File: src/rtl/riscv_alu_ctrl_decoder.sv
// RV32I decode stage: instruction word -> ALUControl, operand selects and branch polarity.
// Registered output with a one-entry skid buffer so in_ready never depends on out_ready.
module riscv_alu_ctrl_decoder #(
  parameter int unsigned XLEN = 32
) (
  input  logic            clk,
  input  logic            rst_n,
  input  logic            flush,
  input  logic            in_valid,
  output logic            in_ready,
  input  logic [XLEN-1:0] in_instr,
  input  logic [XLEN-1:0] in_pc,
  output logic            out_valid,
  input  logic            out_ready,
  output logic [3:0]      out_alu_ctrl,
  output logic [1:0]      out_src_a,
  output logic            out_src_b_imm,
  output logic            out_is_branch,
  output logic            out_br_take_on_z,
  output logic            out_illegal,
  output logic [XLEN-1:0] out_pc,
  output logic [XLEN-1:0] out_instr
);

  typedef enum logic [3:0] {
    ALU_ADD  = 4'd0,
    ALU_SUB  = 4'd1,
    ALU_OR   = 4'd2,
    ALU_AND  = 4'd3,
    ALU_XOR  = 4'd4,
    ALU_SLL  = 4'd5,
    ALU_SRL  = 4'd6,
    ALU_SRA  = 4'd7,
    ALU_SLT  = 4'd8,
    ALU_SLTU = 4'd9
  } alu_e;

  typedef enum logic [1:0] {
    SRC_RS1  = 2'd0,
    SRC_PC   = 2'd1,
    SRC_ZERO = 2'd2
  } src_a_e;

  typedef enum logic [6:0] {
    OPC_OP     = 7'b0110011,
    OPC_OP_IMM = 7'b0010011,
    OPC_LOAD   = 7'b0000011,
    OPC_STORE  = 7'b0100011,
    OPC_LUI    = 7'b0110111,
    OPC_AUIPC  = 7'b0010111,
    OPC_JAL    = 7'b1101111,
    OPC_JALR   = 7'b1100111,
    OPC_BRANCH = 7'b1100011
  } opcode_e;

  typedef struct packed {
    alu_e            alu;
    src_a_e          src_a;
    logic            src_b_imm;
    logic            is_branch;
    logic            take_on_z;
    logic            illegal;
    logic [XLEN-1:0] pc;
    logic [XLEN-1:0] instr;
  } entry_t;

  entry_t     dec;
  entry_t     out_q;
  entry_t     skid_q;
  logic       out_valid_q;
  logic       skid_valid_q;
  alu_e       base_alu;
  logic [2:0] funct3;
  logic [6:0] funct7;

  assign funct3 = in_instr[14:12];
  assign funct7 = in_instr[31:25];

  // Shared funct3 mapping for OP and OP-IMM; funct7 qualification happens below.
  always_comb begin
    base_alu = ALU_ADD;
    unique case (funct3)
      3'b000:  base_alu = ALU_ADD;
      3'b001:  base_alu = ALU_SLL;
      3'b010:  base_alu = ALU_SLT;
      3'b011:  base_alu = ALU_SLTU;
      3'b100:  base_alu = ALU_XOR;
      3'b101:  base_alu = ALU_SRL;
      3'b110:  base_alu = ALU_OR;
      default: base_alu = ALU_AND;
    endcase
  end

  always_comb begin
    dec       = '0;
    dec.pc    = in_pc;
    dec.instr = in_instr;
    case (in_instr[6:0])
      OPC_OP: begin
        if (funct7 == 7'b0000000)
          dec.alu = base_alu;
        else if (funct7 == 7'b0100000 && funct3 == 3'b000)
          dec.alu = ALU_SUB;
        else if (funct7 == 7'b0100000 && funct3 == 3'b101)
          dec.alu = ALU_SRA;
        else
          dec.illegal = 1'b1;
      end
      OPC_OP_IMM: begin
        dec.src_b_imm = 1'b1;
        dec.alu       = base_alu;
        if (funct3 == 3'b001 && funct7 != 7'b0000000)
          dec.illegal = 1'b1;
        else if (funct3 == 3'b101) begin
          if (funct7 == 7'b0100000)
            dec.alu = ALU_SRA;
          else if (funct7 != 7'b0000000)
            dec.illegal = 1'b1;
        end
      end
      OPC_LOAD, OPC_STORE: dec.src_b_imm = 1'b1;
      OPC_LUI: begin
        dec.src_a     = SRC_ZERO;
        dec.src_b_imm = 1'b1;
      end
      OPC_AUIPC, OPC_JAL: begin
        dec.src_a     = SRC_PC;
        dec.src_b_imm = 1'b1;
      end
      OPC_JALR: dec.src_b_imm = 1'b1;
      OPC_BRANCH: begin
        dec.is_branch = 1'b1;
        case (funct3)
          3'b000: begin dec.alu = ALU_SUB;  dec.take_on_z = 1'b1; end
          3'b001: begin dec.alu = ALU_SUB;  dec.take_on_z = 1'b0; end
          3'b100: begin dec.alu = ALU_SLT;  dec.take_on_z = 1'b0; end
          3'b101: begin dec.alu = ALU_SLT;  dec.take_on_z = 1'b1; end
          3'b110: begin dec.alu = ALU_SLTU; dec.take_on_z = 1'b0; end
          3'b111: begin dec.alu = ALU_SLTU; dec.take_on_z = 1'b1; end
          default: dec.illegal = 1'b1;
        endcase
      end
      default: dec.illegal = 1'b1;
    endcase
    // Illegal encodings carry no control, only the pass-through fields.
    if (dec.illegal) begin
      dec.alu       = ALU_ADD;
      dec.src_a     = SRC_RS1;
      dec.src_b_imm = 1'b0;
      dec.is_branch = 1'b0;
      dec.take_on_z = 1'b0;
    end
  end

  logic in_xfer;
  logic out_free;

  assign in_ready = ~skid_valid_q;
  assign in_xfer  = in_valid & in_ready;
  assign out_free = ~out_valid_q | out_ready;

  // While the skid is full in_ready is low, so the skid and a new input never compete.
  always_ff @(posedge clk or negedge rst_n) begin
    if (!rst_n) begin
      out_q        <= '0;
      skid_q       <= '0;
      out_valid_q  <= 1'b0;
      skid_valid_q <= 1'b0;
    end else if (flush) begin
      out_valid_q  <= 1'b0;
      skid_valid_q <= 1'b0;
    end else if (out_free) begin
      if (skid_valid_q) begin
        out_q        <= skid_q;
        out_valid_q  <= 1'b1;
        skid_valid_q <= 1'b0;
      end else if (in_xfer) begin
        out_q       <= dec;
        out_valid_q <= 1'b1;
      end else begin
        out_valid_q <= 1'b0;
      end
    end else if (in_xfer) begin
      skid_q       <= dec;
      skid_valid_q <= 1'b1;
    end
  end

  assign out_valid        = out_valid_q;
  assign out_alu_ctrl     = out_q.alu;
  assign out_src_a        = out_q.src_a;
  assign out_src_b_imm    = out_q.src_b_imm;
  assign out_is_branch    = out_q.is_branch;
  assign out_br_take_on_z = out_q.take_on_z;
  assign out_illegal      = out_q.illegal;
  assign out_pc           = out_q.pc;
  assign out_instr        = out_q.instr;

endmodule

File: config.mk
export PLATFORM = sky130hd
export DESIGN_NAME = riscv_alu_ctrl_decoder
export DESIGN_NICKNAME = d
export VERILOG_FILES = /design/src/rtl/riscv_alu_ctrl_decoder.sv
export SDC_FILE = /design/constraint.sdc
export NUM_CORES = 1
export LEC_CHECK = 0
export CORE_AREA = 3 3 114 116
export CTS_CLUSTER_SIZE = 40
export DETAILED_ROUTE_END_ITERATION = 12
export DIE_AREA = 0 0 117 119
export PLACE_DENSITY = 0.83
export SLEW_MARGIN = 20
export SYNTH_ARGS = -nofsm -noshare
export SYNTH_HDL_FRONTEND = slang
export SYNTH_SLANG_ARGS = --single-unit
File: constraint.sdc
create_clock -name clk -period 3.8 [get_ports clk]
set_input_delay 0.57 -clock clk [delete_from_list [all_inputs] [get_ports clk]]
set_output_delay 0.57 -clock clk [all_outputs]
set_load 0.05 [all_outputs]
==> results of run 1 <==
per-layer routing:
metal  share of wire [%]  wire (um)
met1                  43       6400
met2                  51       7670
met3                 4.0        604
met4                 2.0        302
met5                   0          0
cell families after synthesis:
| family | after synthesis |
|---|---|
| muxes | 129 |
| AOI/OAI and AO/OA | 116 |
| and+or+nand+nor | 120 |
| xor gates and xnor gates | 1 |
| buffers and inverters | 43 |
| DFF | 150 |
through the flow:
stage               instance area [sq um]  hold WS [ps]  util [%]
floorplan                            6530           274         -
finish                               8750           189      72.9
detailed placement                   8080           463      67.3
global placement                     8080           456      67.3
global route                         8750           239      72.9
CTS                                  8720           216      72.6
worst max-delay path: cells and delay by family (launching register included):
family                 cells  cell delay (ps)
buffers and inverters      2              980
flip-flops                 1              940
cell usage in the layout, fill, tap and decap left out, types with 3 or more instances in the layout:
cell type and n:
dfrtp_1 149, clkdlybuf4s50_1 143, nand2_1 84, o21ai_0 83
mux2i_1 65, mux2_2 64, clkbuf_16 17, a21oi_1 12
nor2_1 7, buf_4 6, clkbuf_8 5, and3_1 4
bufinv_16 4, inv_1 3, nand3b_1 3, nor3_1 3
o21a_1 3, nand2b_1 3, clkinv_2 3
cells in the mapped netlist (all sizes together), types with 2 or more instances:
cell type,n
nand3b,3
mux2i,65
and3,4
nor2,7
o41ai,2
mux2,64
nand2,84
nor3,4
a21oi,12
o21a,3
inv,3
nand2b,4
nand3,3
clkbuf,24
nor4,2
or4,4
a2111oi,2
o211ai,2
buf,16
a211oi,2
o21ai,83
dfrtp,150
o31ai,2
power by group:
part / internal, uW / switching [uW]
combinational: 469 / 698
clock: 1180 / 619
sequential: 1890 / 170
final timing paths:
check / end / from / cells after the start / slack (ps)
max: in_ready / skid_valid_q / 2 / 870
min: out_instr[16] / rst_n / 1 / 190
max reg2reg: skid_q[2] / skid_valid_q / 4 / 1300
min reg2reg: skid_q[72] / skid_q[72] / 2 / 480
max in group asynchronous: skid_q[38] / rst_n / 2 / 2750
min in group clk: skid_q[72] / skid_q[72] / 2 / 480
layout make-up:
cell class / instances / area, sq um / share of cell area [%]
Timing Repair Buffer: 152 / 1540 / 17.5
Clock inverter: 8 / 143 / 1.63
Multi-Input combinational cell: 366 / 2620 / 29.9
Tap cell: 147 / 184 / 2.10
Sequential cell: 150 / 3760 / 42.9
Inverter: 3 / 11.3 / 0.129
Clock buffer: 24 / 502 / 5.73
state kept, by name, indices dropped and copies added (netlist names):
name,count
out_src_b_imm,1
out_instr,32
out_alu_ctrl,4
out_illegal,1
out_src_a,2
out_is_branch,1
out_br_take_on_z,1
out_valid,1
out_pc,32
skid_q,74
skid_valid_q,1
==> parameters.txt, run 1 <==
Parameter                              Value

Status
  Outcome    completed

Synthesis
  Share of synthesized registers carrying an async set or reset    100%
  Area share of the leading cell type in the synthesized netlist    57.4%
  Cells after synthesis    559
  Number of warnings issued by yosys    0
  Number of distinct standard cells referenced by the synthesized netlist    43
  Multiplexer area fraction after synthesis    between 20% and 30%
  Number of synthesized flops with an enable pin    0
  Main combinational cell family by area after synthesis    multiplexers
  Top area cells in the synthesized netlist    dfrtp_1, mux2_2, mux2i_1, o21ai_0, nand2_1
  Synthesized area    roughly 0.0065 sq mm
  Simple-Gate Fraction of Synth Area    8.46%
  Net count of the mapped netlist    628
  XOR/XNOR share of the synthesized area    less than 1%
  Number of flip-flops and latches in the synthesized netlist    150
  Share of synthesized area occupied by flip-flops and latches    57.4%
  Mean instance size in the synthesized netlist    about 12 sq um
  Library cell with the largest summed area after synthesis    dfrtp_1
  Post-synthesis adder-cell area fraction    0%
  Complex-gate fraction of the synthesized area    10.2%
  Most used DFF post-synth    dfrtp_1

Power
  Power density over the cells    575 mW/mm^2
  Power consumption    5030 uW
  Largest vdd supply drop    384 uV
  Reported leakage power    approximately 0.0037 uW

Floorplanning
  I/O pin count    roughly 150
  Core Box Area    roughly 0.012 sq mm
  DIE HEIGHT    119 um
  Number of placement rows    40
  Die boundary width    117 um
  Starting density of the core    54.4%
  DIE AREA    0.0139 sq mm

Worst setup path
  Data required time at the worst endpoint    3230 ps
  Delay of the slowest cell on the worst path    940 ps
  Max FO, Critical Path    44
  Slowest cell on the critical path    dfrtp_4
  Worst setup path class    reg2out
  Cell chain of the critical path    inv_1 -> clkdlybuf4s50_1
  Critical path arrival    2360 ps
  Setup crit end kind    output pin
  Sort of element at the start of the critical path    register

Clock tree
  Clock latency at the later pin of the worst-skew pair    410 ps
  Clk slew on worst S/H paths    60 ps
  TritonCTS clock tree    done
  Post-cts resize count    0
  Clock buffers created by TritonCTS    17
  Clock Root Buffer    clkbuf_16
  H-tree levels    4
  Count of buffers added by post-CTS timing repair for setup    0
  CTS sink count    150
  Number of hold-repair buffers added at the cts stage    0
  Deepest clock path buffer count    2

Min path
  Hold crit path type    in2async

GRT
  Vias in the first global route    5022
  GRT overflow    0
  Met3 global-route usage    under 10%
  Global-route wire length before repair    around 24000 um
  Global-route met2 utilization    36.9%
  Layer with the highest usage    met2
  GRT Util Overall    between 20% and 30%
  Number of antenna violations at the first check in global routing    0
  GR Util met1    28.4%
  Pin count of the biggest net entering global routing    117

Cells and area
  Diodes inserted    0
  Non-filler instance count after layout    850
  Count of fill cells added during filler insertion    811
  Number of nets at the end of the flow    ~760
  Share of layout cells above drive strength 1    ~16%
  Area delta synth->final    33.9%

Route
  Routed via count divided by cell count    5.60
  Total number of vias    4759
  Post-detailed-route wirelength per cell    17.6 um
  DRC marker count from the first detailed-route iteration    ~280
  Antenna-violating nets left    0
  Initial DRT Pass Iterations    4
  DRC Markers    0
  Routed wire length    15000 um

Placement
  PortBufs    144
  Minimum setup slack after placement    931 ps
  Cells after DPL    817
  Post-detailed-placement half-perimeter wirelength    just under 10000 um
  Final Wtd Congestion    slightly above 0.8

STA
  Total of endpoints with negative setup slack in the final report    0
  Period minus WS final    ~3000 ps
  Largest clock skew in the final design    around 7.5 ps
  Post-route clock period utilization    77.0%
  Number of max-slew violations in the final report    0
  Worst rel slew slack    between 40% and 50%
  Slew at the pin closest to its max-slew limit    slightly above 800 ps
  Post-Route Setup TNS    0 ps
  Hold Vio Cnt, Final    0
  Maximum frequency from static timing analysis    342 MHz
  Final setup margin    872 ps
  Unrepaired setup endpoints after global routing    false

Job
  Number of max-cap violations    0
(Power assumes the default switching activity.)
==> run 2: changes to the inputs <==
Settings changed: CORE_AREA 3 3 114 116 to 3 3 118 120, DIE_AREA 0 0 117 119 to 0 0 121 123, PLACE_DENSITY 0.83 to 0.78.
Clock period 3.8 ns to 2.7 ns, I/O delays scaled along.
==> parameters.txt, run 2 (synthesis gave the netlist of run 1 again) <==
Parameter                              Value

Placement
  Standard cell area after detailed placement    0.00821 sq mm (+1.6%)
  Final Wtd Congestion    0.846 (+4.2%)
  Minimum setup slack after placement    157 ps (-774 ps)
  Post-detailed-placement half-perimeter wirelength    10300 um (+4.8%)
  PortBufs    144 (unchanged)
  Cells after DPL    857 (+4.9%)

Route
  Routed via count divided by cell count    5.34 (-4.6%)
  Initial DRT Pass Iterations    4 (unchanged)
  Post-detailed-route wirelength per cell    17.0 um (-3.6%)
  Antenna-violating nets left    0 (unchanged)
  Routed wire length    15100 um (+0.73%)
  Total number of vias    4745 (-0.29%)
  DRC Markers    0 (unchanged)
  DRC marker count from the first detailed-route iteration    303 (+9.4%)

STA
  Slew at the pin closest to its max-slew limit    838 ps (+8.07 ps)
  Post-Route Setup TNS    0 ps (unchanged)
  Largest clock skew in the final design    5.76 ps (-1.72 ps)
  Worst rel slew slack    44.1% (about the same)
  Total of endpoints with negative setup slack in the final report    0 (unchanged)
  Hold Vio Cnt, Final    0 (unchanged)
  Final setup margin    402 ps (-470 ps)
  Maximum frequency from static timing analysis    around 440 MHz
  Number of max-slew violations in the final report    0 (unchanged)
  Post-route clock period utilization    85.1%
  Period minus WS final    2300 ps
  Unrepaired setup endpoints after global routing    false

Clock tree
  CTS sink count    150 (unchanged)
  TritonCTS clock tree    done
  Clock buffers created by TritonCTS    17 (unchanged)
  Clock latency at the later pin of the worst-skew pair    410 ps (about the same)
  Number of hold-repair buffers added at the cts stage    0 (unchanged)
  Post-cts resize count    0 (unchanged)
  H-tree levels    4 (unchanged)
  Count of buffers added by post-CTS timing repair for setup    0 (unchanged)
  Clock Root Buffer    clkbuf_16
  Deepest clock path buffer count    2 (unchanged)
  Clk slew on worst S/H paths    50 ps (about the same)

Cells and area
  Largest Register    skid_q
  Post-Layout Inst Area    0.00873 sq mm (-0.20%)
  Most frequent cells in the layout    dfrtp_1, clkdlybuf4s50_1, nand2_1, o21ai_0, mux2i_1
  Non-filler instance count after layout    888 (+4.5%)
  Share of layout cells above drive strength 1    16.4% (+0.50 points)
  Most common library cell in the layout ignoring fill and taps    dfrtp_1
  Utilization after layout    66.7% (-6.1 points)
  Area delta synth->final    33.7%
  Flip-flop count of the largest register, all copies and words added    74 (unchanged)
  Number of nets at the end of the flow    769 (+1.3%)
  Diodes inserted    0 (unchanged)

Floorplanning
  Die boundary width    121 um (+3.4%)
  Starting density of the core    49.9% (-4.5 points)
  I/O pin count    145 (unchanged)
  Core Box Area    0.0131 sq mm (+8.9%)
  DIE AREA    0.0149 sq mm (+6.9%)
  DIE HEIGHT    123 um (+3.4%)
  Number of placement rows    42 (+5.0%)

GRT
  Pin count of the biggest net entering global routing    90 (-23%)
  GR Util met1    25.9% (-2.5 points)
  Met3 global-route usage    5.76% (+0.89 points)
  GRT Util Overall    21.3% (-1.1 points)
  GRT overflow    0 (unchanged)
  Number of antenna violations at the first check in global routing    0 (unchanged)
  Global-route wire length before repair    24700 um (+1.1%)
  Global-route met2 utilization    36.7% (-0.16 points)
  Vias in the first global route    4991 (-0.62%)
  Layer with the highest usage    met2

Worst setup path
  Critical path arrival    1890 ps (-470 ps)
  Max FO, Critical Path    5 (-89%)
  Data required time at the worst endpoint    2300 ps (-930 ps)
  Worst setup path class    reg2out
  Sort of element at the start of the critical path    register
  Setup crit end kind    output pin
  Setup slack of the worst register-to-register path    780 ps (-520 ps)

Min path
  Hold crit path type    in2async

Power
  Largest vdd supply drop    446 uV (+16%)
  Reported leakage power    0.00368 uW (-0.33%)
  Power density over the cells    761 mW/mm^2 (+32%)

Status
  Outcome    completed

Job
  Number of max-cap violations    0 (unchanged)
## run 2: final cells by class
type | count | area (sq um)
clock buffer | 27 | 503
clock inverter | 4 | 20.0
fill | 1002 | 4350
inverter | 3 | 11.3
multi-input combinational | 366 | 2620
sequential | 150 | 3760
tap | 176 | 220
timing repair buffer | 162 | 1600
## run 2: where the power goes
group          total (uW)  internal (uW)  switching [uW]
Combinational        1660            666             989
Sequential           2890           2670             227
Clock                2100           1260             837
## run 2: critical path, cell delays in order, from the launching register on
cell	delay [ps]
dfrtp_4	490
inv_1	130
clkdlybuf4s50_1	860
## run 2: final timing paths
kind | startpoint | cells past startpoint | endpoint
hold reg to reg | out_instr[25] | 2 | out_instr[25]
min in group clk | out_instr[25] | 2 | out_instr[25]
hold / removal | rst_n | 1 | out_instr[20]
max in group asynchronous | rst_n | 2 | skid_q[62]
setup / recovery | skid_valid_q | 2 | in_ready
setup reg to reg | skid_valid_q | 4 | out_instr[22]
## run 2: per-layer routing
layer  part of all wire (%)  wire (um)
met5                      0          0
met4                    2.0        300
met3                    5.5        822
met2                     52       7780
met1                     41       6180
## run 2: through the flow
| step | power (uW) | hold slack (ps) |
|---|---|---|
| after CTS | 6710 | 77.7 |
| after global routing | 6950 | 86.4 |
| final | 6650 | 40.8 |
| after global placement | 4520 | 456 |
| after detailed placement | 4590 | 467 |
| after floorplan | 3920 | 109 |
